===== src/rtl/gpc_4t_pkg.sv =====
// Shared types and default sizing for the data-memory arbiter slice.
package gpc_4t_pkg;

    localparam int unsigned DEF_FIFO_DEPTH = 4;
    localparam int unsigned DEF_STARVE_TH  = 16;

    typedef struct packed {
        logic        wr;
        logic [31:0] adrs;
        logic [31:0] data;
        logic [3:0]  byteen;
    } t_fab_req;

endpackage


===== src/rtl/fab_req_fifo.sv =====
// Fabric request buffer: power-of-2 circular FIFO with registered occupancy.
module fab_req_fifo
    import gpc_4t_pkg::*;
#(
    parameter int unsigned DEPTH = DEF_FIFO_DEPTH
) (
    input  logic                     QClk,
    input  logic                     RstQnnnH,
    input  logic                     push,
    input  logic                     pop,
    input  t_fab_req                 pushData,
    output t_fab_req                 headData,
    output logic                     full,
    output logic                     empty,
    output logic [$clog2(DEPTH):0]   count
);

    localparam int unsigned AW = $clog2(DEPTH);
    localparam int unsigned CW = AW + 1;

    logic [AW-1:0] wrPtr;
    logic [AW-1:0] rdPtr;
    logic          doPush;
    logic          doPop;
    t_fab_req      store [DEPTH];

    assign full     = (count == CW'(DEPTH));
    assign empty    = (count == '0);
    assign doPush   = push && !full;
    assign doPop    = pop && !empty;
    assign headData = store[rdPtr];

    // Pointers wrap naturally because DEPTH is a power of 2.
    always_ff @(posedge QClk or negedge RstQnnnH) begin
        if (!RstQnnnH) begin
            wrPtr <= '0;
            rdPtr <= '0;
            count <= '0;
        end else begin
            if (doPush) wrPtr <= wrPtr + AW'(1);
            if (doPop)  rdPtr <= rdPtr + AW'(1);
            case ({doPush, doPop})
                2'b10:   count <= count + CW'(1);
                2'b01:   count <= count - CW'(1);
                default: count <= count;
            endcase
        end
    end

    always_ff @(posedge QClk) begin
        if (doPush) store[wrPtr] <= pushData;
    end

endmodule


===== src/rtl/mmio_d_mem_arb.sv =====
// Data-memory arbiter: core has absolute priority, fabric requests are buffered
// and served in idle cycles with a one-cycle response pipeline and starvation flag.
module mmio_d_mem_arb
    import gpc_4t_pkg::*;
#(
    parameter int unsigned FIFO_DEPTH = DEF_FIFO_DEPTH,
    parameter int unsigned STARVE_TH  = DEF_STARVE_TH
) (
    input  logic        QClk,
    input  logic        RstQnnnH,
    input  logic [31:0] CoreAdrsQ102H,
    input  logic [31:0] CoreWrDataQ102H,
    input  logic [3:0]  CoreByteEnQ102H,
    input  logic        CoreWrQ102H,
    input  logic        CoreRdQ102H,
    output logic [31:0] CoreRdDataQ103H,
    input  logic        FabReqValidQnnnH,
    input  logic        FabReqWrQnnnH,
    input  logic [31:0] FabReqAdrsQnnnH,
    input  logic [31:0] FabReqDataQnnnH,
    input  logic [3:0]  FabReqByteEnQnnnH,
    output logic        FabReqReadyQnnnH,
    output logic        FabRspValidQnnnH,
    output logic [31:0] FabRspDataQnnnH,
    output logic [31:0] MemAdrsQ102H,
    output logic [31:0] MemWrDataQ102H,
    output logic [3:0]  MemByteEnQ102H,
    output logic        MemRdQ102H,
    output logic        MemWrQ102H,
    input  logic [31:0] MemRdDataQ103H,
    output logic [3:0]  FabPendCntQnnnH,
    output logic        FabStarveQnnnH
);

    localparam int unsigned CW = $clog2(FIFO_DEPTH) + 1;

    logic          coreReq;
    logic          fabGrant;
    logic          fifoPush;
    logic          fifoFull;
    logic          fifoEmpty;
    logic [CW-1:0] fifoCount;
    t_fab_req      pushReq;
    t_fab_req      headReq;
    logic          rspValid;
    logic          rspWr;
    logic [7:0]    waitCnt;

    assign coreReq  = CoreRdQ102H | CoreWrQ102H;
    assign fabGrant = RstQnnnH && !coreReq && !fifoEmpty;
    assign fifoPush = FabReqValidQnnnH && FabReqReadyQnnnH;
    assign pushReq  = '{wr: FabReqWrQnnnH, adrs: FabReqAdrsQnnnH,
                        data: FabReqDataQnnnH, byteen: FabReqByteEnQnnnH};

    fab_req_fifo #(.DEPTH(FIFO_DEPTH)) uFabReqFifo (
        .QClk     (QClk),
        .RstQnnnH (RstQnnnH),
        .push     (fifoPush),
        .pop      (fabGrant),
        .pushData (pushReq),
        .headData (headReq),
        .full     (fifoFull),
        .empty    (fifoEmpty),
        .count    (fifoCount)
    );

    // Ready comes from the registered count only, so a same-cycle pop never raises it.
    assign FabReqReadyQnnnH = RstQnnnH && !fifoFull;
    assign FabPendCntQnnnH  = 4'(fifoCount);
    assign CoreRdDataQ103H  = MemRdDataQ103H;
    assign FabRspValidQnnnH = rspValid;
    assign FabRspDataQnnnH  = (rspValid && !rspWr) ? MemRdDataQ103H : '0;
    assign FabStarveQnnnH   = RstQnnnH && ({24'd0, waitCnt} >= STARVE_TH);

    always_comb begin
        MemAdrsQ102H   = '0;
        MemWrDataQ102H = '0;
        MemByteEnQ102H = '0;
        MemRdQ102H     = 1'b0;
        MemWrQ102H     = 1'b0;
        if (coreReq) begin
            MemAdrsQ102H   = CoreAdrsQ102H;
            MemWrDataQ102H = CoreWrDataQ102H;
            MemByteEnQ102H = CoreByteEnQ102H;
            MemWrQ102H     = CoreWrQ102H;
            MemRdQ102H     = CoreRdQ102H && !CoreWrQ102H;
        end else if (fabGrant) begin
            MemAdrsQ102H   = headReq.adrs;
            MemWrDataQ102H = headReq.data;
            MemByteEnQ102H = headReq.byteen;
            MemWrQ102H     = headReq.wr;
            MemRdQ102H     = !headReq.wr;
        end
        if (!RstQnnnH) begin
            MemRdQ102H = 1'b0;
            MemWrQ102H = 1'b0;
        end
    end

    always_ff @(posedge QClk or negedge RstQnnnH) begin
        if (!RstQnnnH) begin
            rspValid <= 1'b0;
            rspWr    <= 1'b0;
            waitCnt  <= '0;
        end else begin
            rspValid <= fabGrant;
            rspWr    <= headReq.wr;
            if (fifoEmpty || fabGrant)
                waitCnt <= '0;
            else if (waitCnt != 8'hFF)
                waitCnt <= waitCnt + 8'd1;
        end
    end

endmodule


===== config.mk =====
export PLATFORM = sky130hd
export DESIGN_NAME = mmio_d_mem_arb
export DESIGN_NICKNAME = d
export VERILOG_FILES = /design/src/rtl/gpc_4t_pkg.sv /design/src/rtl/fab_req_fifo.sv /design/src/rtl/mmio_d_mem_arb.sv
export SDC_FILE = /design/constraint.sdc
export NUM_CORES = 1
export LEC_CHECK = 0
export BUFFER_PORTS_ARGS = -buffer_cell sky130_fd_sc_hd__buf_2
export CORE_MARGIN = 4
export CORE_UTILIZATION = 35
export CTS_BUF_LIST = sky130_fd_sc_hd__clkbuf_4
export CTS_CLUSTER_DIAMETER = 50
export DETAILED_ROUTE_END_ITERATION = 16
export GPL_TIMING_DRIVEN = 0
export SYNTH_ARGS = -nofsm -noshare
export SYNTH_HDL_FRONTEND = slang
export SYNTH_HIERARCHICAL = 1
export SYNTH_SLANG_ARGS = --single-unit

===== constraint.sdc =====
create_clock -name QClk -period 4.5 [get_ports QClk]
set_clock_uncertainty 0.15 [all_clocks]
set_input_delay 0.9 -clock QClk [delete_from_list [all_inputs] [get_ports QClk]]
set_output_delay 0.9 -clock QClk [all_outputs]
set_load 0.05 [all_outputs]

==> Word level (Yosys, flattened, before mapping) <==
Memories as Yosys holds them, arrays and structs flattened.
Index checks and enable logic that the tools add are counted.
{ "totals": {"out_inout_bits": 141, "in_bits": 174, "memories": 1, "elab_cells": 55, "reg_bits": 17, "ramBits": 276} }
{ "mem_list": {"columns": ["name", "words", "width", "read_ports", "rd_ports_with_merged_regs", "wr", "line_no", "source"], "rows": [
  ["uFabReqFifo.store", 4, 69, 1, 0, 1, "fab_req_fifo.sv:25", "t_fab_req store [DEPTH];"]
]} }
{ "op_classes": {"mux": 18, "eq_ne": 4, "reduce_logical": 19, "n_addsub": 5, "bitwise_logic": 1, "order_cmp": 1} }
{ "op_table": {"columns": ["op", "n"], "rows": [
  ["$mux 32", 5],
  ["$mux 8", 2],
  ["$logic_and 1x1->1", 9],
  ["$add 8x1->8 const B", 1],
  ["$ge 8x5->1 const B", 1],
  ["$mux 1", 8],
  ["$mux 4", 2],
  ["$ne 8x8->1 const B", 1],
  ["$logic_not 1->1", 6],
  ["$pmux 3 s2", 1],
  ["$add 2x1->2 const B", 2],
  ["$reduce_bool 2->1", 2],
  ["$add 3x1->3 const B", 1],
  ["$eq 3x3->1 const B", 1],
  ["$logic_not 3->1", 1],
  ["$sub 3x1->3 const B", 1],
  ["$eq 2x1->1 const B", 1],
  ["$eq 2x2->1 const B", 1],
  ["$logic_or 1x1->1", 1],
  ["$or 1x1->1", 1]
]} }

==> Logic depth before layout (Yosys ltp) <==
Gate-level depths: netlist (run 1).
{ "depth": {"ltp_word": 7, "ltp_mapped": 11, "mapped_depth_nobuf": 11} }

==> Hierarchy <==
Netlist (run 1), hierarchy kept.
{ "modules_own_cells": {"columns": ["mod", "seq_area_each_um2", "instances", "area_each_um2", "cells_each"], "rows": [
  ["fab_req_fifo", 8463.1, 1, 10457.5, 398],
  ["mmio_d_mem_arb", 250.2, 1, 1752.9, 217]
]} }

==> Worst setup path before layout (run 1) <==
No wires, ideal clock.
{ "synth_path": {"path_kind": "input -> register", "start": "input port RstQnnnH", "end": "memory uFabReqFifo/store[0][0] (netlist bit) (enable)", "setup_slack_ns": 0.163, "n_path_buf": 0, "arrival_ns": 3.753, "path_stages": 4, "path_cell_list": "nor2b_1 and2_1 nor2b_2 and2_1"} }
{ "synth_between": {"elab_chain_len": 5} }
{ "synth_lines": {"columns": ["item", "line_no", "source"], "rows": [
  ["from (decl)", "mmio_d_mem_arb.sv:10", "input logic RstQnnnH,"],
  ["$logic_and 1x1->1", "mmio_d_mem_arb.sv:68", "assign FabReqReadyQnnnH = RstQnnnH && !fifoFull;"],
  ["$logic_and 1x1->1", "mmio_d_mem_arb.sv:51", "assign fifoPush = FabReqValidQnnnH && FabReqReadyQnnnH;"],
  ["net fifoPush", "mmio_d_mem_arb.sv:39", "logic fifoPush;"],
  ["$logic_and 1x1->1", "fab_req_fifo.sv:29", "assign doPush = push && !full;"],
  ["$mux 1", "fab_req_fifo.sv:51", "if (doPush) store[wrPtr] <= pushData;"],
  ["$mux 1 (not written as such)", "fab_req_fifo.sv:51", null],
  ["to (decl)", "fab_req_fifo.sv:25", null]
]} }
The timed path passes the listed nets, and every way through them passes these cells.

==> results of run 1 <==
==> flip-flops by register name, indices dropped and copies added (netlist names) <==
name and count:
uFabReqFifo/rdPtr 2, uFabReqFifo/store 276, uFabReqFifo/wrPtr 2, FabRspValidQnnnH 1, rspWr 1, uFabReqFifo/count 3, waitCnt 8
==> critical path, cell delays in order, from the launching register on <==
cell      delay, ps
dfrtp_1         330
clkbuf_1        500
buf_2           390
mux4_2          420
nor2_1          120
nor2_1           50
nor3b_1         160
buf_2           290
==> power by group through the flow <==
| stage | Sequential (W) | Clock [W] | Combinational, W |
|---|---|---|---|
| after floorplan | 0.00353 | 0 | 0.00186 |
| after global placement | 0.00352 | 0 | 0.00261 |
| after detailed placement | 0.00349 | 0 | 0.00266 |
| after CTS | 0.00344 | 0.00239 | 0.00267 |
| after global routing | 0.00346 | 0.00257 | 0.00278 |
| final | 0.00343 | 0.00228 | 0.00259 |
==> worst max path at each step <==
stage / slack (ps) / cells after the start / start / to
after floorplan: 160 / 4 / RstQnnnH / uFabReqFifo/store[0][0]
after global placement: -1190 / 5 / RstQnnnH / uFabReqFifo/store[3][24]
after detailed placement: 350 / 5 / RstQnnnH / MemAdrsQ102H[28]
after CTS: 300 / 7 / uFabReqFifo/rdPtr[1] / MemRdQ102H
after global routing: 240 / 7 / uFabReqFifo/rdPtr[1] / MemRdQ102H
final: 530 / 7 / uFabReqFifo/rdPtr[1] / MemRdQ102H
==> cells in the final DEF (no fill, tap or decap), types with 3 or more instances in the layout <==
cell type | netlist | final
a21oi_1 | 7 | 7
a22o_1 | 68 | 68
and2_1 | 37 | 33
and2_4 | 0 | 4
buf_12 | 7 | 8
buf_16 | 0 | 3
buf_2 | 18 | 331
buf_4 | 33 | 33
buf_6 | 3 | 3
clkbuf_1 | 6 | 6
clkbuf_4 | 0 | 117
clkinv_1 | 0 | 5
dfrtp_1 | 17 | 17
diode_2 | 0 | 3
edfxtp_1 | 276 | 276
ha_1 | 7 | 7
inv_1 | 10 | 10
mux2i_1 | 3 | 3
mux4_2 | 68 | 68
nand2_1 | 3 | 3
nand3_1 | 3 | 3
nand3b_1 | 3 | 3
nor2_1 | 4 | 4
nor2b_1 | 3 | 3
nor3_1 | 6 | 6
xnor2_1 | 3 | 3
xor2_1 | 3 | 3
==> cell families after synthesis <==
family	Yosys count
buf+inv	78
mux	73
simple gates	75
compound gates	81
fa+ha+maj	8
xor+xnor	6
flops	293
other cells	1
==> layer usage <==
| layer | track usage, % | vias to the layer above | share of wire, % |
|---|---|---|---|
| li1 | - | 3333 | - |
| met5 | 0 | - | 0.18 |
| met4 | 5.59 | 10 | 2.6 |
| met2 | 26.7 | 320 | 50 |
| met3 | 5.32 | 58 | 8.8 |
| met1 | 18.8 | 3617 | 39 |
==> per-stage QoR <==
stage / TNS, ps / utilization [%] / hold slack [ps]
final: 0 / 44.8 / 289
after global routing: 0 / 44.8 / 189
after CTS: 0 / 44.8 / 181
after detailed placement: 0 / 42.0 / 385
after global placement: -315600 / 41.6 / 393
after floorplan: 0 / - / 384
==> cell type report <==
class                      count  area (sq um)  area share (%)
sequential                   293          8710            56.4
multi-input combinational    244          2930            19.0
timing repair buffer         318          1680            10.9
clock buffer                 117           878            5.69
tap                          455           569            3.69
buffer                        68           539            3.49
clock inverter                10          92.6           0.599
inverter                      10          37.5           0.243
antenna                        3          7.51          0.0486
==> summary.md, run 1 <==
| Metric | Value |
|---|---|
| Antenna Nets Post-Route | 0 |
| Fin crit period | just under 4000 ps |
| Vias | between 7,000 and 8,000 |
| Top-count cell post-synth | edfxtp_1 |
| CTS tree | built |
| Hold Crit Class | input port to flip-flop |
| GRT Total Usage | ~16% |
| Die area | roughly 38,000 sq um |
| Max rail drop VDD | around 0.00024 V |
| Post-layout power | 0.00830 W |
| Hold Startpoint | FabReqByteEnQnnnH[0] |
| Synthesized instance count | 615 |
| Worst-skew pair later-pin latency | 650 ps |
| Synth cell count leaders | edfxtp_1 (276), a22o_1 (68), mux4_2 (68) |
| Critical Path AT | approximately 3000 ps |
| Clock sink total | slightly below 300 |
| Setup-failing EPs final | 0 |
| H-tree depth | 3 |
| Core area | about 34,000 sq um |
| Reg2reg setup slack | around 1300 ps |
| NetSw | ~0.0026 W |
| Avg Vias per Cell | just under 5 |
| Asr flop ratio synth | 5.80% |
| Max Freq | approximately 250 MHz |
| Final Hold Violating Endpoints | 0 |
| Post-synthesis adder-cell area fraction | 0.881% |
| RR Endpoint | uFabReqFifo/count[2] |
| #FFs+latches synth | between 200 and 300 |
| Power per cell area | between 500 and 600 nW/um^2 |
| Non-Filler Instances | 1,518 |
| Postcts setup bufs | 0 |
| Die width | ~190 um |
| Slew Limit Fails | 0 |
| CTS clock-pin slew for the worst setup and hold paths | ~70 ps |
| Drt drc | 0 |
| Compound-cell area share of the yosys netlist | between 5 and 6% |
| Comb power frac | between 30% and 40% |
| GRT Residual Overflow | 0 |
| Setup slack at placement | between 300 and 400 ps |
| Sequential-to-total area share from yosys stat | a little under three quarters |
| Post-Syn Nets | ~800 |
| Status | finished, final reports clean |
| DR pass1 iterations | 4 |
| Placed wire-length estimate | roughly 21,000 um |
| Mux contribution to synthesized area | 13.1% |
| Max-Cap Viols | 0 |
| Clock Root Buffer | clkbuf_4 |
| Cells after DPL | approximately 1,400 |
| Internal power | 0.00570 W |
| Worst-margin pin slew | between 800 and 900 ps |
| Synth area leaders | edfxtp_1 (68%), mux4_2 (13%), a22o_1 (4.9%), dfrtp_1 (3.5%), buf_4 (2.0%) |
| RR Startpoint | uFabReqFifo/count[0] |
| Syn Area/Cell | between 15 and 20 sq um |
| Yosys Warn Count | 6 |
| Hold EP | uFabReqFifo/store[3][0] |
| Worst Path Class, Setup | flip-flop to primary output |
| Die height | a little under 200 um |
| Num ports | 315 |
| Top FF cell, synth | edfxtp_1 |
| Area grow syn2layout | 26.5% |
| Final WS setup | between 500 and 600 ps |
| Startpoint Class | flip-flop |
| Seq pwr share | between 40% and 50% |
| Number of global-route vias before repair | around 7,600 |
| Port Buf Inserts | 313 |
| Initial core utilization | ~35% |
| Routed len/inst | approximately 20 um |
| Post_cts resized | 0 |
| Final worst path period share | 88.3% |
| Largest net degree at the start of global routing | 54 |
| Clock share of power | ~28% |
| WHS Path Cells | 1 |
| Sw Share | a little under a third |
| Initial antenna violation count | 8 |
| Iter 0 DRT Violations | ~350 |
| CTS Buf Count | slightly below 80 |
| XOR/XNOR Fraction of Synth Area | less than 1% |
| Cell Area, Placed | roughly 14,000 sq um |
| Post-Syn Area | about 12,000 sq um |
| RSZ-0062 raised after global routing | no |
| Layout cells sized above 1 | a little over half |
| Max transition margin | approximately 44% |
| Post-synthesis simple-gate area fraction | just under 4% |
| Final Wtd Congestion | 0.988 |
| Post-Route WL | between 30,000 and 40,000 um |
| Fin nets | roughly 1,200 |
| Yosys top cell area share | about 68% |
| Pleak | around 6 nW |
| Combinational family with the most area after synthesis | multiplexers |
| Yosys top cell by area | edfxtp_1 |
| CP Capture Type | primary output |
| Critical path fanouts, max | 10 |
| Fillers | 3,120 |
| First-pass GRT wire length | 45,500 um |
| WP data required | between 3000 and 4000 ps |
| Number of synthesized flops with an enable pin | ~280 |
| Post-CTS Hold Buffers | 1 |
| Core Rows | 68 |
| Design area | approximately 15,000 sq um |
| CTS Buffer Depth | 3 |
| Cell variety after synth | 43 |
| Worst Reg2Reg Path Length in Cells | 10 |
Power figures use the tool's default switching activity.
==> run 2: changes to the inputs <==
Settings changed: BUFFER_PORTS_ARGS -buffer_cell sky130_fd_sc_hd__buf_2 to not set, DONT_BUFFER_PORTS set to 1.
==> summary.md, run 2 (synthesis results as in run 1) <==
| Metric | Value |
|---|---|
| Area grow syn2layout | 15.8% |
| H-tree depth | 3 (unchanged) |
| CTS tree | built |
| Post-Route WL | 30,900 um (+1.8%) |
| WP buf/inv | 2 (-1) |
| Die area | 37,900 sq um (unchanged) |
| Cell family with most CP delay | flip-flops |
| Max rail drop VDD | 0.000285 V (+18%) |
| GRT Total Usage | 15.8% (+0.085 points) |
| Num ports | 315 (unchanged) |
| Pleak | 4.79 nW (-20%) |
| Fin nets | 913 (-24%) |
| Placed wire-length estimate | 21,000 um (+0.59%) |
| Setup slack at placement | 227 ps (-126 ps) |
| Routed len/inst | 24.9 um (+25%) |
| Vias | 6,473 (-12%) |
| CTS clock-pin slew for the worst setup and hold paths | 70 ps (about the same) |
| Startpoint Class | flip-flop |
| Critical path fanouts, max | 10 (unchanged) |
| Max stage delay cell, worst path | dfrtp_1 |
| RSZ-0062 raised after global routing | no |
| Initial core utilization | 35.4% (unchanged) |
| Max transition margin | 34.0% (-10 points) |
| GRT Residual Overflow | 0 (unchanged) |
| Die height | 195 um (unchanged) |
| Fin crit period | 4250 ps (+278 ps) |
| First-pass GRT wire length | 44,400 um (-2.3%) |
| Worst Path Class, Setup | flip-flop to primary output |
| Core area | 34,500 sq um (unchanged) |
| Power per cell area | 569 nW/um^2 (+5.8%) |
| Worst-margin pin slew | 988 ps (+157 ps) |
| DR pass1 iterations | 4 (unchanged) |
| Final Wtd Congestion | 0.858 (-13%) |
| Clock Root Buffer | clkbuf_4 |
| Final worst path period share | 94.5% (+6.2 points) |
| Max incr delay on CP | 730 ps (+230 ps) |
| Layout cells sized above 1 | 34.1% (-20 points) |
| Number of global-route vias before repair | 7,141 (-6.3%) |
| Clock sink total | 293 (unchanged) |
| Largest Register | uFabReqFifo/store |
| Final WS setup | 247 ps (-278 ps) |
| Antenna Nets Post-Route | 0 (unchanged) |
| WP data required | 3450 ps (about the same) |
| CTS Buffer Depth | 3 (unchanged) |
| Drt drc | 0 (unchanged) |
| Iter 0 DRT Violations | 294 (-16%) |
| Avg Vias per Cell | 5.22 (+8.0%) |
| Slew Limit Fails | 0 (unchanged) |
| Core Rows | 68 (unchanged) |
| Largest net degree at the start of global routing | 37 (-31%) |
| Hold Crit Class | input port to flip-flop |
| Die width | 195 um (unchanged) |
| Top flop regs | uFabReqFifo/store x276, waitCnt x8, uFabReqFifo/count x3 |
| Critical path, cell by cell | nor3_1 -> nor4b_4 -> buf_4 -> clkbuf_1 -> a22o_1 |
| Post-layout power | 0.00804 W (-3.2%) |
| Commonest non-fill, non-tap cell in the layout | edfxtp_1 |
| Max-Cap Viols | 0 (unchanged) |
| CTS Buf Count | 79 (+1.3%) |
| CP Capture Type | primary output |
| Max Freq | 235 MHz (-6.5%) |
| Status | finished, final reports clean |
| Worst-skew pair later-pin latency | 730 ps (+80 ps) |
| Initial antenna violation count | 2 (-6) |
| Commonest non-fill, non-tap cells in the layout | edfxtp_1 (276), clkbuf_4 (107), a22o_1 (68), mux4_2 (68), buf_4 (35) |
| Port Buf Inserts | 0 (-100%) |
| Critical Path AT | 3200 ps (+280 ps) |
| Max FFs per register | 276 (unchanged) |
| Final Hold Violating Endpoints | 0 (unchanged) |
| Setup-failing EPs final | 0 (unchanged) |
run 2: cell count changes in the layout (fill, tap and decap cells not counted), sizes merged:
| cell | delta |
|---|---|
| dlygate4sd3 | +27 |
| clkinvlp | +3 |
| clkbuf | -10 |
| buf | -310 |
| inv | +1 |
| bufinv | -2 |
| clkinv | +13 |
run 2: through the flow:
stage | TNS (ps) | utilization, % | cell area (sq um) | hold WS, ps | cells
CTS | 0 | 41.0 | 14100 | 2.64 | 1237
global route | 0 | 41.0 | 14100 | 16.4 | 1240
global placement | -350530 | 37.1 | 12800 | 393 | 1070
finish | 0 | 41.0 | 14100 | 103 | 1240
detailed placement | 0 | 37.4 | 12900 | 445 | 1074
floorplan | 0 | - | 12200 | 384 | 615
run 2: layer usage:
layer	vias up	share of wire, %	track usage (%)
li1	2784	-	-
met5	-	0	0
met4	0	4.1	9.00
met1	3248	34	16.3
met3	72	9.4	6.00
met2	369	52	27.5
run 2: final cells by class:
cell class / instances / area [sq um]
fillers: 3090 / 20300
flip-flops and latches: 293 / 8710
multi-input cells: 244 / 2940
clock buffers: 107 / 803
well taps: 455 / 569
plain buffers: 68 / 539
repair buffers: 35 / 403
clock inverters: 25 / 119
inverters: 10 / 37.5
diodes: 3 / 7.51
run 2: where the power goes:
part	total (W)	leakage (nW)	internal (W)	switching [W]
sequential	0.00350	2.71	0.00333	0.000168
combinational	0.00237	1.53	0.000971	0.00140
clock	0.00217	0.545	0.00110	0.00107
total	0.00804	4.79	0.00541	0.00263
run 2: worst paths after layout:
path	start	to	slack, ps	depth (start not counted)
worst max register to register	uFabReqFifo/count[2]	uFabReqFifo/store[3][59]	820	6
worst min register to register	uFabReqFifo/wrPtr[1]	uFabReqFifo/wrPtr[1]	450	1
worst min-delay path	FabReqDataQnnnH[8]	uFabReqFifo/store[3][12]	100	0
max in group asynchronous	RstQnnnH	uFabReqFifo/count[0]	3080	1
worst max-delay path	uFabReqFifo/count[2]	MemAdrsQ102H[20]	250	5
min in group asynchronous	RstQnnnH	uFabReqFifo/count[2]	560	1
run 2: timing repair:
action,CTS,global route
resized for setup,2,1
hold endpoints to repair,110,0
endpoints found under the setup margin,70,11
pin swaps,1,0
buffers inserted,3,0
hold buffers,28,0
==> run 3: changes to the inputs <==
Settings changed: PLACE_DENSITY set to 0.59.
==> summary.md, run 3 (synthesis results as in run 1) <==
| Metric | Value |
|---|---|
| Final Hold Violating Endpoints | 0 (unchanged) |
| RR Startpoint | uFabReqFifo/count[2] |
| Fin crit period | 4290 ps (+35.6 ps) |
| Clock sink total | 293 (unchanged) |
| Critical path fanouts, max | 10 (unchanged) |
| Clock Root Buffer | clkbuf_4 |
| NetSw | 0.00256 W (-2.8%) |
| Max rail drop VDD | 0.000271 V (-4.6%) |
| Met1 global-route usage | 16.9% (+0.55 points) |
| Die height | 195 um (unchanged) |
| CTS Buffer Depth | 3 (unchanged) |
| Hold Crit Class | input port to flip-flop |
| Critical Path AT | 3240 ps (+40 ps) |
| Worst Reg2Reg Path Length in Cells | 6 (unchanged) |
| Worst Path Class, Setup | flip-flop to primary output |
| Internal power | 0.00557 W (+3.1%) |
| Final WS setup | 212 ps (-35.6 ps) |
| Number of global-route vias before repair | 6,972 (-2.4%) |
| Worst-margin pin slew | 978 ps (-9.27 ps) |
| Commonest non-fill, non-tap cells in the layout | edfxtp_1 (276), clkbuf_4 (116), a22o_1 (68), mux4_2 (68), buf_4 (35) |
| H-tree depth | 3 (unchanged) |
| Slew Limit Fails | 0 (unchanged) |
| CTS clock-pin slew for the worst setup and hold paths | 70 ps (about the same) |
| Comb power frac | 28.9% (-0.5 points) |
| Routed len/inst | 25.2 um (+1.3%) |
| Power per cell area | 584 nW/um^2 (+2.8%) |
| Hold EP | uFabReqFifo/store[0][32] |
| Final Wtd Congestion | 0.885 (+3.1%) |
| Post-Route WL | 30,500 um (-1.3%) |
| Worst-skew pair later-pin latency | 700 ps (-30 ps) |
| Max-Cap Viols | 0 (unchanged) |
| CP Capture Type | primary output |
| Startpoint Class | flip-flop |
| Initial antenna violation count | 1 (-1) |
| GRT busiest layer | met2 |
| Final setup TNS | 0 ps (unchanged) |
| Seq pwr share | 43.0% (-0.5 points) |
| RR Endpoint | uFabReqFifo/store[1][20] |
| GRT Total Usage | 15.7% (-0.14 points) |
| Hold Startpoint | FabReqDataQnnnH[28] |
| Die width | 195 um (unchanged) |
| Max FFs per register | 276 (unchanged) |
| Placed wire-length estimate | 21,100 um (+0.37%) |
| DR pass1 iterations | 4 (unchanged) |
| GR Layer Usage met2 | 27.1% (-0.44 points) |
| Met3 usage | 6.55% (+0.55 points) |
| WHS Path Cells | 0 (unchanged) |
| GRT Residual Overflow | 0 (unchanged) |
| Core area | 34,500 sq um (unchanged) |
| First-pass GRT wire length | 43,900 um (-1.1%) |
| CTS Buf Count | 79 (unchanged) |
| Final worst path period share | 95.3% (+0.79 points) |
| Max Freq | 233 MHz (-0.83%) |
| Port Buf Inserts | 0 (unchanged) |
| Clock share of power | 28.0% (+1.0 points) |
| Commonest non-fill, non-tap cell in the layout | edfxtp_1 |
| Vias | 6,296 (-2.7%) |
| Reg2reg setup slack | 860 ps (+40 ps) |
| Largest Register | uFabReqFifo/store |
| Top flop regs | uFabReqFifo/store x276, waitCnt x8, uFabReqFifo/count x3 |
| Initial core utilization | 35.4% (unchanged) |
| Antenna Nets Post-Route | 0 (unchanged) |
| Layout cells sized above 1 | 36.0% (+1.8 points) |
| Fin nets | 885 (-3.1%) |
| Setup-failing EPs final | 0 (unchanged) |
| CTS tree | built |
| Die area | 37,900 sq um (unchanged) |
| Core Rows | 68 (unchanged) |
| Pleak | 4.71 nW (-1.5%) |
| Drt drc | 0 (unchanged) |
| Final Util | 40.4% (-0.64 points) |
| Max transition margin | 34.6% (+0.62 points) |
| Non-Filler Instances | 1,208 (-2.6%) |
| WP data required | 3450 ps (about the same) |
| Setup slack at placement | 74.8 ps (-152 ps) |
| RSZ-0062 raised after global routing | no |
| Area grow syn2layout | 14.0% |
| Num ports | 315 (unchanged) |
| Largest net degree at the start of global routing | 45 (+22%) |
| Cells after DPL | 1,074 (unchanged) |
| Sw Share | 31.5% (-1.3 points) |
| Avg Vias per Cell | 5.21 (-0.16%) |
| Status | finished, final reports clean |
| Iter 0 DRT Violations | 250 (-15%) |
run 3: cell types whose count changed in the layout (fill, tap and decap cells not counted), moves of 2 or more:
cell | previous run | this run
dlygate4sd3_1 | 28 | 1
clkbuf_4 | 107 | 116
clkinv_1 | 15 | 9
buf_12 | 11 | 7
buf_16 | 1 | 4
clkinvlp_4 | 3 | 0
bufinv_16 | 0 | 2
clkinv_4 | 2 | 0
inv_2 | 2 | 0
run 3: how the worst max path moves through the flow:
stage | startpoint | to | slack [ps]
2_1_floorplan | RstQnnnH | uFabReqFifo/store[0][0] | 160
3_3_place_gp | RstQnnnH | uFabReqFifo/store[0][21] | -1390
3_5_place_dp | uFabReqFifo/count[0] | MemWrQ102H | 70
4_1_cts | uFabReqFifo/count[1] | MemWrQ102H | 50
5_1_grt | uFabReqFifo/count[1] | MemWrQ102H | 2
6_report | uFabReqFifo/count[1] | MemWrQ102H | 210
run 3: critical path: stages, from the launching register on:
cell and delay, ps:
dfrtp_1 730, nor3_2 230, nor4b_4 300, buf_4 180, buf_2 430, a21oi_1 160, nor2b_2 490
run 3: routing by layer:
metal	part of all wire [%]	vias up
met5	0	-
met4	3.0	0
met3	9.5	52
met2	51	359
met1	36	3180
li1	-	2705
run 3: metrics by stage:
stage | total power [W] | instance area (sq um) | hold WS (ps)
after floorplan | 0.00540 | 12200 | 384
after global placement | 0.00589 | 12800 | 393
after detailed placement | 0.00595 | 12900 | 420
after CTS | 0.00831 | 13900 | 12.0
after global routing | 0.00858 | 13900 | 24.2
final | 0.00813 | 13900 | 136
run 3: cell type report:
cell class	count	area (sq um)
Tap cell	455	569
Fill cell	3063	20500
Buffer	68	539
Antenna cell	2	5.00
Inverter	10	37.5
Sequential cell	293	8710
Timing Repair Buffer	7	135
Clock buffer	116	871
Clock inverter	13	104
Multi-Input combinational cell	244	2940
run 3: power by group through the flow:
| stage | combinational, W | clock (W) | sequential (W) |
|---|---|---|---|
| final | 0.00235 | 0.00228 | 0.00350 |
| after floorplan | 0.00186 | 0 | 0.00353 |
| after global routing | 0.00251 | 0.00254 | 0.00352 |
| after global placement | 0.00231 | 0 | 0.00357 |
| after detailed placement | 0.00239 | 0 | 0.00356 |
| after CTS | 0.00242 | 0.00239 | 0.00350 |
run 3: repair_timing:
| action | CTS | global route |
|---|---|---|
| endpoints found under the hold margin | 17 | 0 |
| setup buffers | 2 | 0 |
| gates resized for setup | 3 | 0 |
| setup endpoints to repair | 69 | 0 |
| hold buffers | 1 | 0 |
